## config.mk

```make
export PLATFORM = sky130hd
export DESIGN_NAME = wb_ibex_device_bridge_flat
export DESIGN_NICKNAME = d
export VERILOG_FILES = /design/src/rtl/wb_ibex_device_bridge_if.sv /design/src/rtl/wb_ibex_device_bridge.sv /design/src/flat_wrapper.sv
export SDC_FILE = /design/constraint.sdc
export NUM_CORES = 1
export LEC_CHECK = 0
export BUFFER_PORTS_ARGS = -buffer_cell sky130_fd_sc_hd__buf_2
export CELL_PAD_IN_SITES_DETAIL_PLACEMENT = 0
export CELL_PAD_IN_SITES_GLOBAL_PLACEMENT = 1
export CORE_ASPECT_RATIO = 0.9
export CORE_UTILIZATION = 31
export CTS_CLUSTER_SIZE = 40
export DETAILED_ROUTE_END_ITERATION = 10
export GPL_TIMING_DRIVEN = 0
export PLACE_DENSITY_LB_ADDON = 0.1
export SLEW_MARGIN = 25
export SYNTH_ARGS = -nofsm -noshare
export SYNTH_HDL_FRONTEND = slang
export SYNTH_SLANG_ARGS = --single-unit
```

## constraint.sdc

```tcl
create_clock -name clk_i -period 3.3 [get_ports clk_i]
set_input_delay 0.165 -clock clk_i [delete_from_list [all_inputs] [get_ports clk_i]]
set_output_delay 0.165 -clock clk_i [all_outputs]
set_load 0.02 [all_outputs]
```

## src/rtl/wb_ibex_device_bridge_if.sv

```systemverilog
// wb_ibex_device_bridge_if: Wishbone slave-port and Ibex device-port signals of the bridge.
interface wb_ibex_device_bridge_if #(
   parameter int DataWidth    = 32,
   parameter int AddressWidth = 32
);
   logic                      wb_cyc_i;
   logic                      wb_stb_i;
   logic                      wb_we_i;
   logic [AddressWidth-1:0]   wb_addr_i;
   logic [DataWidth-1:0]      wb_data_i;
   logic [DataWidth/8-1:0]    wb_sel_i;
   logic                      wb_stall_o;
   logic                      wb_ack_o;
   logic [DataWidth-1:0]      wb_data_o;
   logic                      wb_err_o;
   logic                      device_req_o;
   logic                      device_gnt_i;
   logic [AddressWidth-1:0]   device_addr_o;
   logic                      device_we_o;
   logic [DataWidth/8-1:0]    device_be_o;
   logic [DataWidth-1:0]      device_wdata_o;
   logic                      device_rvalid_i;
   logic [DataWidth-1:0]      device_rdata_i;
   logic                      device_err_i;
   modport slave (
      input  wb_cyc_i, wb_stb_i, wb_we_i, wb_addr_i, wb_data_i, wb_sel_i,
      input  device_gnt_i, device_rvalid_i, device_rdata_i, device_err_i,
      output wb_stall_o, wb_ack_o, wb_data_o, wb_err_o,
      output device_req_o, device_addr_o, device_we_o, device_be_o, device_wdata_o
   );
   modport master (
      output wb_cyc_i, wb_stb_i, wb_we_i, wb_addr_i, wb_data_i, wb_sel_i,
      output device_gnt_i, device_rvalid_i, device_rdata_i, device_err_i,
      input  wb_stall_o, wb_ack_o, wb_data_o, wb_err_o,
      input  device_req_o, device_addr_o, device_we_o, device_be_o, device_wdata_o
   );
endinterface

```

## src/rtl/wb_ibex_device_bridge.sv

```systemverilog
// wb_ibex_device_bridge: pipelined Wishbone slave to Ibex req/gnt/rvalid device bridge.
// Define WB_DEV_BRIDGE_TIMEOUT_EN to add the response timeout.
module wb_ibex_device_bridge #(
   parameter int DataWidth      = 32,
   parameter int AddressWidth   = 32,
   parameter int MaxOutstanding = 2,
   parameter int TimeoutCycles  = 255
) (
   input logic                    clk_i,
   input logic                    reset_i,
   wb_ibex_device_bridge_if.slave bus
);
   localparam int BeWidth = DataWidth / 8;
   typedef enum logic {IDLE, REQ} state_e;
   state_e                  state_q, state_d;
   logic [AddressWidth-1:0] addr_q, addr_d;
   logic                    we_q, we_d;
   logic [BeWidth-1:0]      be_q, be_d;
   logic [DataWidth-1:0]    wdata_q, wdata_d, rdata_q, rdata_d;
   logic [3:0]              out_q, out_d, disc_q, disc_d, out_n, disc_n;
   logic                    orphan_q, orphan_d, ack_q, ack_d, err_q, err_d;
   logic                    req, stall, accept, gnt_ev, orphan_now, gnt_out, gnt_disc;
   logic                    resp_ev, to_out, to_disc, flush, to_ev;

   if (MaxOutstanding < 1 || MaxOutstanding > 7 || TimeoutCycles < 1 || TimeoutCycles > 255) begin : g_param_check
      $error("wb_ibex_device_bridge: parameter out of range");
   end

`ifdef WB_DEV_BRIDGE_TIMEOUT_EN
   logic [7:0] timer_q, timer_d;
   always_comb begin
      to_ev   = (out_q != 4'd0) & ~bus.device_rvalid_i & (timer_q == 8'(TimeoutCycles - 1));
      timer_d = (bus.device_rvalid_i | (out_q == 4'd0) | to_ev) ? 8'd0 : timer_q + 8'd1;
   end
   always_ff @(posedge clk_i) timer_q <= reset_i ? 8'd0 : timer_d;
`else
   assign to_ev = 1'b0;
`endif

   // A request still pending when cyc drops is "orphaned": its grant feeds discard, not outstanding.
   always_comb begin
      req        = state_q == REQ;
      gnt_ev     = req & bus.device_gnt_i;
      orphan_now = orphan_q | ~bus.wb_cyc_i;
      stall      = ~bus.wb_cyc_i | (req & (~bus.device_gnt_i | orphan_q)) | (disc_q != 4'd0)
                 | (out_q + {3'b0, req} >= 4'(MaxOutstanding));
      accept     = bus.wb_cyc_i & bus.wb_stb_i & ~stall;
      gnt_out    = gnt_ev & ~orphan_now;
      gnt_disc   = gnt_ev & orphan_now;
      resp_ev    = bus.device_rvalid_i & ((out_q != 4'd0) | (disc_q != 4'd0));
      to_disc    = resp_ev & (disc_q != 4'd0);
      to_out     = resp_ev & (disc_q == 4'd0);
      out_n      = out_q + {3'b0, gnt_out} - {3'b0, to_out};
      disc_n     = disc_q + {3'b0, gnt_disc} - {3'b0, to_disc};
      flush      = ~bus.wb_cyc_i | to_ev;
      out_d      = flush ? 4'd0 : out_n;
      disc_d     = flush ? disc_n + out_n : disc_n;
      state_d    = accept ? REQ : gnt_ev ? IDLE : state_q;
      orphan_d   = (accept | gnt_ev) ? 1'b0 : orphan_q | (req & ~bus.wb_cyc_i);
      addr_d     = accept ? bus.wb_addr_i : addr_q;
      we_d       = accept ? bus.wb_we_i : we_q;
      be_d       = accept ? bus.wb_sel_i : be_q;
      wdata_d    = accept ? bus.wb_data_i : wdata_q;
      ack_d      = to_out & bus.wb_cyc_i & ~bus.device_err_i;
      err_d      = (to_out & bus.wb_cyc_i & bus.device_err_i) | to_ev;
      rdata_d    = bus.device_rvalid_i ? bus.device_rdata_i : rdata_q;
   end

   always_ff @(posedge clk_i) begin
      if (reset_i) begin
         state_q  <= IDLE;
         addr_q   <= '0;
         we_q     <= 1'b0;
         be_q     <= '0;
         wdata_q  <= '0;
         rdata_q  <= '0;
         out_q    <= 4'd0;
         disc_q   <= 4'd0;
         orphan_q <= 1'b0;
         ack_q    <= 1'b0;
         err_q    <= 1'b0;
      end else begin
         state_q  <= state_d;
         addr_q   <= addr_d;
         we_q     <= we_d;
         be_q     <= be_d;
         wdata_q  <= wdata_d;
         rdata_q  <= rdata_d;
         out_q    <= out_d;
         disc_q   <= disc_d;
         orphan_q <= orphan_d;
         ack_q    <= ack_d;
         err_q    <= err_d;
      end
   end

   assign bus.wb_stall_o     = stall;
   assign bus.wb_ack_o       = ack_q;
   assign bus.wb_err_o       = err_q;
   assign bus.wb_data_o      = rdata_q;
   assign bus.device_req_o   = state_q == REQ;
   assign bus.device_addr_o  = addr_q;
   assign bus.device_we_o    = we_q;
   assign bus.device_be_o    = be_q;
   assign bus.device_wdata_o = wdata_q;
endmodule

```

## src/flat_wrapper.sv

```systemverilog
// flat-port wrapper written by rule: the top's interface ports become plain ports
module wb_ibex_device_bridge_flat 
#(
   parameter int DataWidth      = 32,
   parameter int AddressWidth   = 32,
   parameter int MaxOutstanding = 2,
   parameter int TimeoutCycles  = 255
)
  (clk_i, reset_i, bus_wb_cyc_i, bus_wb_stb_i, bus_wb_we_i, bus_wb_addr_i, bus_wb_data_i, bus_wb_sel_i, bus_device_gnt_i, bus_device_rvalid_i, bus_device_rdata_i, bus_device_err_i, bus_wb_stall_o, bus_wb_ack_o, bus_wb_data_o, bus_wb_err_o, bus_device_req_o, bus_device_addr_o, bus_device_we_o, bus_device_be_o, bus_device_wdata_o);
  wb_ibex_device_bridge_if #(.DataWidth(DataWidth), .AddressWidth(AddressWidth)) bus_i ();
  input logic clk_i;
  input logic reset_i;
  input wire logic [$bits(bus_i.wb_cyc_i)-1:0] bus_wb_cyc_i;
  input wire logic [$bits(bus_i.wb_stb_i)-1:0] bus_wb_stb_i;
  input wire logic [$bits(bus_i.wb_we_i)-1:0] bus_wb_we_i;
  input wire logic [$bits(bus_i.wb_addr_i)-1:0] bus_wb_addr_i;
  input wire logic [$bits(bus_i.wb_data_i)-1:0] bus_wb_data_i;
  input wire logic [$bits(bus_i.wb_sel_i)-1:0] bus_wb_sel_i;
  input wire logic [$bits(bus_i.device_gnt_i)-1:0] bus_device_gnt_i;
  input wire logic [$bits(bus_i.device_rvalid_i)-1:0] bus_device_rvalid_i;
  input wire logic [$bits(bus_i.device_rdata_i)-1:0] bus_device_rdata_i;
  input wire logic [$bits(bus_i.device_err_i)-1:0] bus_device_err_i;
  output wire logic [$bits(bus_i.wb_stall_o)-1:0] bus_wb_stall_o;
  output wire logic [$bits(bus_i.wb_ack_o)-1:0] bus_wb_ack_o;
  output wire logic [$bits(bus_i.wb_data_o)-1:0] bus_wb_data_o;
  output wire logic [$bits(bus_i.wb_err_o)-1:0] bus_wb_err_o;
  output wire logic [$bits(bus_i.device_req_o)-1:0] bus_device_req_o;
  output wire logic [$bits(bus_i.device_addr_o)-1:0] bus_device_addr_o;
  output wire logic [$bits(bus_i.device_we_o)-1:0] bus_device_we_o;
  output wire logic [$bits(bus_i.device_be_o)-1:0] bus_device_be_o;
  output wire logic [$bits(bus_i.device_wdata_o)-1:0] bus_device_wdata_o;
  assign bus_i.wb_cyc_i = bus_wb_cyc_i;
  assign bus_i.wb_stb_i = bus_wb_stb_i;
  assign bus_i.wb_we_i = bus_wb_we_i;
  assign bus_i.wb_addr_i = bus_wb_addr_i;
  assign bus_i.wb_data_i = bus_wb_data_i;
  assign bus_i.wb_sel_i = bus_wb_sel_i;
  assign bus_i.device_gnt_i = bus_device_gnt_i;
  assign bus_i.device_rvalid_i = bus_device_rvalid_i;
  assign bus_i.device_rdata_i = bus_device_rdata_i;
  assign bus_i.device_err_i = bus_device_err_i;
  assign bus_wb_stall_o = bus_i.wb_stall_o;
  assign bus_wb_ack_o = bus_i.wb_ack_o;
  assign bus_wb_data_o = bus_i.wb_data_o;
  assign bus_wb_err_o = bus_i.wb_err_o;
  assign bus_device_req_o = bus_i.device_req_o;
  assign bus_device_addr_o = bus_i.device_addr_o;
  assign bus_device_we_o = bus_i.device_we_o;
  assign bus_device_be_o = bus_i.device_be_o;
  assign bus_device_wdata_o = bus_i.device_wdata_o;
  wb_ibex_device_bridge #(.DataWidth(DataWidth), .AddressWidth(AddressWidth), .MaxOutstanding(MaxOutstanding), .TimeoutCycles(TimeoutCycles)) u_core (.clk_i(clk_i), .reset_i(reset_i), .bus(bus_i));
endmodule
```

==> metrics.txt <==
power per cell area between 600 and 700 nW/um^2; r2r setup slk -0.01 ns; failing checks setup timing; post-synthesis cell type count 33; vias per cell approximately 4.2; clk_lat worst skew slightly above 0.4 ns; min Tclk post-route roughly 3.3 ns; CP required 3.57 ns; Clock Tree Buf Depth 2; number of remaining DRC errors 0; Fmax 302 MHz; Synth Warn # 0; count of final max-slew check failures 0; Worst setup SP type flop; commonest non-fill, non-tap cell in the layout buf_2; Post-Syn Area per Cell approximately 11 sq um; final core utilization between 50 and 60%; post-synthesis cell count 428; Synth Register Bits around 110; Chip Width approximately 130 microns; final worst slack -0.0107 ns; largest net degree at the start of global routing 17; Tightest Hold Check Type in -> reg; Synthesized Nets between 500 and 600; global route total overflow 0; xor/xnor share of the synthesized area under 10%; RSZ-0062 raised after global routing yes; Synth Area in Compound Gates approximately 2.1%; # rows 41; Seq/Total Area, Yosys 49.8%; Max-slew headroom between 50% and 60%; prevailing post-synth register cell dfxtp_1; CTS tree done; largest family of logic cells by synthesized area multiplexers; actual slew at the worst max-slew pin slightly above 0.6 ns; area grow syn2layout 64.4%; WP data arrival approximately 3.6 ns; Peak VDD IR about 0.38 mV; I/O pin cnt approximately 210; Die Y ~120 microns; initial antenna violation count 0; nets@finish between 800 and 900; Cell Chain, Critical Path inv_2 > ha_1 > or3b_4 > a311oi_4 > ha_1 > inv_1 > ha_2 > fa_1 > ha_1 > a21o_1 > a21oi_2 > xnor3_1 > a21oi_2 > nor3b_2; placed wire-length estimate about 8.7 mm; Synth Area in Simple Gates between 10% and 20%; # clock sinks between 100 and 150; gp weighted congestion around 0.76; 1st-iter DRT viols 126; Synth Area in Adders about 5.7%; PortBufs approximately 210; hold endpoint u_core.bus.device_addr_o[3]$_SDFFE_PP0P_; run status complete, but fails checks; die area approximately 15000 sq um; WL per Instance approximately 13 microns; min-delay src bus_wb_addr_i[3]; period utilisation layout 100%; core area between 10000 and 15000 sq um; Antenna Nets Post-Route 0; starting density of the core roughly 32%; maxcap violations 0; multiplexer area fraction after synthesis between 20% and 30%; ys async rst share 0%; peak per-stage delay on the critical path roughly 0.44 ns; total CTS buffers 17; Worst R2R Path Depth 14; slowest CP cell fa_1; WS Path Type reg -> reg; most used cell, CP ha_1; CP Capture Type flop; layout cell share with drive strength beyond 1 34.7%; CP max FO 3; CTS HTree Levels 4; Static Leak around 4.1 nW; first-pass GRT wire length ~19 mm; GRT Util Overall between 15 and 20%; final hold viol count 0; Setup Skew 0.00718 ns; reg2reg end u_core.disc_q[3]$_SDFF_PP0_; endpoints failing setup 1; via count a little over 4000; First-pass DRT Iterations 4; WHS ~0.01 ns; area of the mapped netlist 4540 sq um; commonest non-fill, non-tap cells in the layout 212 x buf_2, 113 x dfxtp_1, 108 x nor2_1; number of synthesized flops with an enable pin 0; Inserted Diodes 0; vias in the first global route 4068; Hold Crit Depth 3; total power between 4 and 5 mW; Root Buffer clkbuf_16; r2r startpoint u_core.disc_q[2]$_SDFF_PP0_; Reg clk slew, reported paths around 0.05 ns; drt total wl between 10 and 15 mm
## timing repair
action / CTS / global route
hold buffers: 97 / 0
resized for setup: 9 / 0
buffers inserted: 1 / 0
pin swaps: 7 / 0
gates cloned: 0 / 0
hold endpoints to repair: 98 / 0
endpoints found under the setup margin: 1 / 1
## cell usage after synthesis, drive strengths merged, types with 2 or more instances
| library cell | number | share of area (%) |
|---|---|---|
| nor2 | 108 | 8.9 |
| nand3 | 2 | 0.22 |
| and2 | 2 | 0.30 |
| a21oi | 10 | 1.3 |
| dfxtp | 113 | 50 |
| a21o | 3 | 0.50 |
| nand2 | 5 | 0.41 |
| inv | 19 | 1.6 |
| nand2b | 3 | 0.58 |
| ha | 16 | 4.4 |
| clkbuf | 14 | 1.2 |
| xor2 | 4 | 0.77 |
| nor3 | 2 | 0.33 |
| buf | 11 | 3.7 |
| xnor2 | 3 | 0.58 |
| fa | 3 | 1.3 |
| mux2i | 102 | 22 |
## state kept, by name, summed over array words and instances (netlist names)
register,flops
u_core.orphan_q,1
u_core.bus.wb_ack_o,1
u_core.bus.device_req_o,1
u_core.bus.device_addr_o,32
u_core.bus.wb_data_o,32
u_core.disc_q,4
u_core.bus.wb_err_o,1
u_core.bus.device_we_o,1
u_core.bus.device_wdata_o,32
u_core.bus.device_be_o,4
u_core.out_q,4
## routing by layer
metal  GRT usage (%)  vias to the layer above  part of all wire [%]
met5               0                        -                     0
met4            8.37                        0                   1.8
met3            6.05                       20                   6.1
met2            28.9                      121                    50
met1            19.4                     1819                    43
li1                -                     2064                     -
## how the worst max path moves through the flow
stage / start / to / depth (start not counted)
5_1_grt: u_core.disc_q[2]$_SDFF_PP0_ / u_core.disc_q[3]$_SDFF_PP0_ / 14
2_1_floorplan: u_core.disc_q[2]$_SDFF_PP0_ / u_core.disc_q[3]$_SDFF_PP0_ / 14
6_report: u_core.disc_q[2]$_SDFF_PP0_ / u_core.disc_q[3]$_SDFF_PP0_ / 14
3_5_place_dp: u_core.disc_q[2]$_SDFF_PP0_ / u_core.disc_q[3]$_SDFF_PP0_ / 14
3_3_place_gp: u_core.disc_q[2]$_SDFF_PP0_ / u_core.disc_q[3]$_SDFF_PP0_ / 14
4_1_cts: u_core.disc_q[2]$_SDFF_PP0_ / u_core.disc_q[3]$_SDFF_PP0_ / 14
## where the power goes
part | leakage, nW | total [mW] | switching, mW | internal (mW)
Sequential | 0.922 | 1.60 | 0.0758 | 1.52
Combinational | 2.84 | 1.31 | 0.687 | 0.628
Clock | 0.303 | 1.91 | 0.626 | 1.29
## kinds of logic (layout without fill, tap and decap cells)
logic type                 Yosys count  count (layout)
DFF                                113             113
adders and majority gates           19              19
muxes                              102             102
AOI/OAI and AO/OA                   15              15
and+or+nand+nor                    127             127
buffers and inverters               44             383
xor gates and xnor gates             8               8
## layout make-up
class | instances | area (sq um)
plain buffers | 25 | 220
clock buffers | 24 | 502
fillers | 1301 | 6690
clock inverters | 8 | 124
multi-input cells | 271 | 2030
repair buffers | 307 | 2020
inverters | 19 | 71.3
flip-flops and latches | 113 | 2260
well taps | 193 | 241
## per-stage QoR
step | instances | area, sq um | setup WS, ns | setup TNS [ns]
after detailed placement | 830 | 5830 | -0.299 | -0.299
after global placement | 830 | 5830 | -0.268 | -0.268
after CTS | 960 | 7470 | -0.0256 | -0.0256
final | 960 | 7470 | -0.0107 | -0.0107
after global routing | 960 | 7470 | -0.189 | -0.189
after floorplan | 428 | 4540 | 0.0513 | 0
## critical path, delay by kind of cell, from the launching register on
family                     cells  cell delay, ns
AOI/OAI and AO/OA              4            0.68
xor gates and xnor gates       1            0.28
adders and majority gates      5            1.32
buffers and inverters          2            0.11
DFF                            1            0.30
and+or+nand+nor                2            0.47
No activity file was read; power rests on OpenSTA's default activity.
